File: src/rtl/mac_simd_seq.sv
// mac_simd_seq: lane-serial SIMD multiply-accumulate peripheral.
// A rising START latches LANES packed operand pairs. Their dot product is
// then accumulated into MAC_OUT, one lane per clock with lane 0 first.
// Signed/unsigned, wrap/saturate and fresh/accumulate modes are supported.
//
// Ports:
//   clk       system clock; all state changes on the rising edge
//   reset     synchronous, active-high reset
//   MAC_INA   operand A; lane i = [i*LANE_W +: LANE_W]
//   MAC_INB   operand B; same packing as MAC_INA
//   MAC_CTRL  [7] EN, [6] CLR, [5] IRQ_ACK, [4] reserved,
//             [3] SAT, [2] SIGNED, [1] ACCUM, [0] START
//   MAC_OUT   accumulator register (ACC_W bits)
//   IRQ_MAC   sticky completion interrupt
//   MAC_BUSY  high while a lane-serial run is in progress
//   MAC_OVF   sticky overflow/saturation flag
module mac_simd_seq #(
  parameter int unsigned LANES  = 4,
  parameter int unsigned LANE_W = 8,
  parameter int unsigned ACC_W  = 16
) (
  input  logic                      clk,
  input  logic                      reset,
  input  logic [LANES*LANE_W-1:0]   MAC_INA,
  input  logic [LANES*LANE_W-1:0]   MAC_INB,
  input  logic [7:0]                MAC_CTRL,
  output logic [ACC_W-1:0]          MAC_OUT,
  output logic                      IRQ_MAC,
  output logic                      MAC_BUSY,
  output logic                      MAC_OVF
);

  localparam int unsigned IDX_W = (LANES > 1) ? $clog2(LANES) : 1;
  localparam int unsigned PW    = 2 * LANE_W;
  localparam int unsigned EW    = ACC_W + 1;

  typedef enum logic [1:0] {
    IDLE,
    RUN,
    DONE
  } state_t;

  state_t                  state;
  logic [IDX_W-1:0]        idx;
  logic                    start_prev;
  logic [LANES*LANE_W-1:0] a_q;
  logic [LANES*LANE_W-1:0] b_q;
  logic                    sgn_q;
  logic                    sat_q;

  logic en, clr, ack, sat, sgn, accum, start, start_edge;
  logic unused_ctrl;

  assign en          = MAC_CTRL[7];
  assign clr         = MAC_CTRL[6];
  assign ack         = MAC_CTRL[5];
  assign sat         = MAC_CTRL[3];
  assign sgn         = MAC_CTRL[2];
  assign accum       = MAC_CTRL[1];
  assign start       = MAC_CTRL[0];
  assign unused_ctrl = MAC_CTRL[4];
  assign start_edge  = start & ~start_prev;

  logic [LANE_W-1:0] a_lane, b_lane;
  logic [PW-1:0]     a_ext, b_ext, prod;
  logic [EW-1:0]     p_ext, acc_ext, sum;
  logic              step_ovf;
  logic [ACC_W-1:0]  step_val;
  logic              last_lane;

  // One lane step. The operands are extended to the full product width, so
  // the low PW bits of the product are correct for both signednesses. The
  // sum needs one extra bit to expose any excursion beyond the ACC_W range.
  always_comb begin
    a_lane = '0;
    b_lane = '0;
    for (int unsigned i = 0; i < LANES; i++) begin
      if (idx == IDX_W'(i)) begin
        a_lane = a_q[i*LANE_W +: LANE_W];
        b_lane = b_q[i*LANE_W +: LANE_W];
      end
    end
    a_ext   = {{LANE_W{a_lane[LANE_W-1] & sgn_q}}, a_lane};
    b_ext   = {{LANE_W{b_lane[LANE_W-1] & sgn_q}}, b_lane};
    prod    = a_ext * b_ext;
    p_ext   = {{(EW-PW){prod[PW-1] & sgn_q}}, prod};
    acc_ext = {MAC_OUT[ACC_W-1] & sgn_q, MAC_OUT};
    sum     = acc_ext + p_ext;

    if (sgn_q) begin
      step_ovf = sum[EW-1] ^ sum[ACC_W-1];
    end else begin
      step_ovf = sum[ACC_W];
    end

    step_val = sum[ACC_W-1:0];
    if (step_ovf && sat_q) begin
      if (!sgn_q) begin
        step_val = '1;
      end else if (sum[EW-1]) begin
        step_val = {1'b1, {(ACC_W-1){1'b0}}};
      end else begin
        step_val = {1'b0, {(ACC_W-1){1'b1}}};
      end
    end

    last_lane = (idx == IDX_W'(LANES - 1));
  end

  always_ff @(posedge clk) begin
    if (reset) begin
      state      <= IDLE;
      idx        <= '0;
      start_prev <= 1'b0;
      a_q        <= '0;
      b_q        <= '0;
      sgn_q      <= 1'b0;
      sat_q      <= 1'b0;
      MAC_OUT    <= '0;
      IRQ_MAC    <= 1'b0;
      MAC_BUSY   <= 1'b0;
      MAC_OVF    <= 1'b0;
    end else begin
      start_prev <= start;

      // The acknowledge is written first, so a completion on this edge wins.
      if (ack) begin
        IRQ_MAC <= 1'b0;
      end

      case (state)
        IDLE: begin
          if (en) begin
            if (clr) begin
              MAC_OUT <= '0;
              MAC_OVF <= 1'b0;
            end else if (start_edge) begin
              a_q   <= MAC_INA;
              b_q   <= MAC_INB;
              sgn_q <= sgn;
              sat_q <= sat;
              if (!accum) begin
                MAC_OUT <= '0;
                MAC_OVF <= 1'b0;
              end
              IRQ_MAC  <= 1'b0;
              idx      <= '0;
              state    <= RUN;
              MAC_BUSY <= 1'b1;
            end
          end
        end

        RUN: begin
          if (!en) begin
            state    <= IDLE;
            MAC_BUSY <= 1'b0;
          end else begin
            MAC_OUT <= step_val;
            if (step_ovf) begin
              MAC_OVF <= 1'b1;
            end
            if (last_lane) begin
              IRQ_MAC  <= 1'b1;
              state    <= DONE;
              MAC_BUSY <= 1'b0;
            end else begin
              idx <= idx + IDX_W'(1);
            end
          end
        end

        DONE: begin
          state <= IDLE;
        end

        default: begin
          state    <= IDLE;
          MAC_BUSY <= 1'b0;
        end
      endcase
    end
  end

endmodule

File: config.mk
export PLATFORM = sky130hd
export DESIGN_NAME = mac_simd_seq
export DESIGN_NICKNAME = d
export VERILOG_FILES = /design/src/rtl/mac_simd_seq.sv
export SDC_FILE = /design/constraint.sdc
export NUM_CORES = 1
export LEC_CHECK = 0
export CAP_MARGIN = 20
export CORE_MARGIN = 8
export CORE_UTILIZATION = 44
export DETAILED_ROUTE_END_ITERATION = 8
export PLACE_DENSITY = 0.66
export SYNTH_ARGS = -nofsm -noshare
export SYNTH_HDL_FRONTEND = slang
export SYNTH_SLANG_ARGS = --single-unit
File: constraint.sdc
create_clock -name clk -period 9.35 [get_ports clk]
set_clock_uncertainty 0.15 [all_clocks]
set_input_delay 1.4025 -clock clk [delete_from_list [all_inputs] [get_ports clk]]
set_output_delay 1.4025 -clock clk [all_outputs]
set_load 0.02 [all_outputs]
==> results.md <==
- Max Slew Vio Count: 0
- Rel. slew slack: 47.0%
- Initial drt markers: 282
- DRT antenna net count: 0
- Arrival time at the worst endpoint: 8.74 ns
- Hold Startpoint: b_q[20]
- CTS tree: built
- Pleak: 3.96 nW
- Post-Route Setup TNS: 0 ns
- Rows: 47
- Synth Register Bits: 90
- Clock Path Buffers: 2
- Slew @ Worst Pin: 0.795 ns
- Initial antenna violation count: 0
- Synth Net Count: 1089
- Die height: 144 µm
- # setup viols final: 0
- Ys Warns: 0
- Clock root cell: clkbuf_16
- Ant diodes: 0
- First-pass iteration count of the detailed router: 5
- Worst Path Max Fanout: 16
- CP max stage cell: ha_1
- R2R depth: 33
- Clk slew on worst S/H paths: 0.08 ns
- RR Endpoint: MAC_OUT[10]
- Synth top area share: 24.9%
- GR Util met2: 30.3%
- CTS resizes: 0
- Cell repeated most along the worst path: fa_1
- Latest clock arrival within the worst-skew pair: 0.36 ns
- Global route hottest layer: met2
- # DRC: 0
- Largest net degree at the start of global routing: 78
- CP endpoint kind: register
- Htree depth: 3
- Final net count: 1173
- R2R Path Start: idx[0]
- Vias: 6124
- IO Pins: 93
- CTS hold repair buffers: 0
- Die span in x: 144 µm
- PortBufs: 91
- Cell variety after synth: 56
- Final Hold Viols: 0
- WHS Endpoint: b_q[20]
- CP top delay family: adder cells
- Share of cells above drive strength 1: 5.67%
- Cells after Synth: 898
- Core area: 16300 µm²
- FMAX: 116 MHz
- GR Util met3: 3.90%
- Fin crit share: 92.6%
- Pwr/cell area: 103 nW/µm²
- Status: finished, final reports clean
- Total grt overflow: 0
- Detailed placement HPWL: 13300 µm
- Worst path bufs/invs: 5
- Mapped cell area: 7230 µm²
- CP Data Required Time: 9.44 ns
- Hold-critical path depth: 2
- Synth area leaders: dfxtp_1 25%, fa_1 18%, nand2_1 9.6%
- Die area: 20800 µm²
- Hold/Removal Path Class: reg -> reg
- Post-synthesis sequential area ratio: 24.9%
- Startpoint Class: register
- Post-Route WL: 17500 µm
- Clock Sinks: 90
- Area leader, netlist: dfxtp_1
- Initial Utilization: 44.4%
- Post-DR vias/cell: 5.07
- Ys flop type: dfxtp_1
- Setup Fix Bufs, Post-CTS: 0
- Crit path largest cell delay: 0.56 ns
- Final worst path period need: 8.66 ns
- Crit path kind: reg -> reg
- Hold slack: 0.305 ns
- EDFF count, synth: 0
- Post-Syn Area per Cell: 8.05 µm²
- Async SR Flop Fraction: 0%
- RSZ-0062 raised after global routing: false
- Met1 Use GR: 21.9%
- Global-route wire length before repair: 29600 µm
- Gpl congestion: 0.853
- Total track usage: 17.7%
- Maxcap violations: 0
- Area Growth Syn to Fin: 21.1%
- R2R setup slack: 0.69 ns
- Max rail drop VDD: 81.6 µV
- Vias in the first global route: 6232
- CTS Buf Count: 9
- WL/cell: 14.5 µm
-- sequential cells by signal, indices dropped and copies added, names as in the netlist --
signal / count
MAC_OUT: 16
a_q: 32
idx: 2
MAC_OVF: 1
MAC_BUSY: 1
sat_q: 1
start_prev: 1
sgn_q: 1
IRQ_MAC: 1
state: 2
b_q: 32
-- per-stage QoR --
stage                     std cells  setup slack, ns  cell area, µm²  utilization, %  total power [mW]
after floorplan                 898             1.27            7230               -             0.445
after global placement         1189            0.468            8400            51.5             0.491
after detailed placement       1190            0.677            8410            51.6             0.492
after CTS                      1206            0.638            8740            53.7             0.908
after global routing           1207            0.121            8750            53.7             0.936
final                          1207            0.694            8750            53.7             0.899
-- layout make-up --
class,instances,area (µm²)
fillers,1628,7540
repair buffers,112,1080
multi-input cells,692,4970
clock inverters,7,110
clock buffers,9,225
well taps,220,275
inverters,77,289
flip-flops and latches,90,1800
-- worst max-delay path by stage --
| stage | startpoint | to | slack (ns) | cells past startpoint |
|---|---|---|---|---|
| finish | idx[0] | MAC_OUT[10] | 0.69 | 33 |
| global route | idx[0] | MAC_OUT[14] | 0.12 | 33 |
| CTS | idx[0] | MAC_OUT[10] | 0.64 | 33 |
| detailed placement | idx[0] | MAC_OUT[5] | 0.68 | 33 |
| global placement | idx[0] | MAC_OUT[8] | 0.47 | 32 |
| floorplan | idx[0] | MAC_OUT[3] | 1.27 | 33 |
-- logic make-up after synthesis --
| family | share of synthesized area, % |
|---|---|
| adders and majority gates | 26.9 |
| muxes | 0.519 |
| AOI/OAI and AO/OA | 17.5 |
| buffers and inverters | 6.41 |
| xor gates and xnor gates | 3.93 |
| DFF | 24.9 |
| and+or+nand+nor | 19.8 |
-- where the power goes --
group	internal, mW	switching [mW]	total [mW]
sequential	0.392	0.00535	0.397
combinational	0.0440	0.0420	0.0860
clock	0.240	0.176	0.416
-- metal layers --
layer  vias to the layer above  wire (µm)
met1                      2856       7820
met2                       131       8590
li1                       3124          -
met4                         0        200
met3                        13        875
met5                         -          0
-- tightest hold or removal path, delay by kind of cell, from the launching register on --
family | cells | cell delay (ns)
flops | 1 | 0.31
simple gates | 1 | 0.05
compound gates | 1 | 0.05
-- layout by cell type, fill, tap and decap left out, types with 8 or more instances in the layout --
cell             instances
buf_4                   19
clkdlybuf4s50_1         90
a221o_1                 15
a21o_1                  14
xnor2_1                 24
dfxtp_1                 90
clkbuf_16                9
inv_1                   77
fa_1                    64
o21ai_0                  9
a21oi_1                119
o21a_1                  10
nand2b_1                 8
nor2b_1                  9
nor3_1                   9
nand2_1                185
ha_1                    53
nor2_1                 107
-- synth_stat cells (2+ instances only) --
cell and n:
a21oi_1 119, xnor2_1 24, o21a_1 10, a211o_1 3, nand3b_1 2, a221o_1 15
ha_1 53, nor2b_1 9, nor2_1 107, dfxtp_1 90, clkbuf_1 30, a21o_1 14
o21ai_1 3, nand2b_1 8, buf_6 2, buf_1 3, o21ai_0 9, and2_1 4
nand3_1 6, fa_1 64, buf_4 3, a211oi_1 7, o21bai_1 3, nand2_1 185
inv_1 77, or2_2 5, nor3_1 9, or4_1 2, xor2_1 4, nor3b_1 2
(Power assumes the default switching activity.)
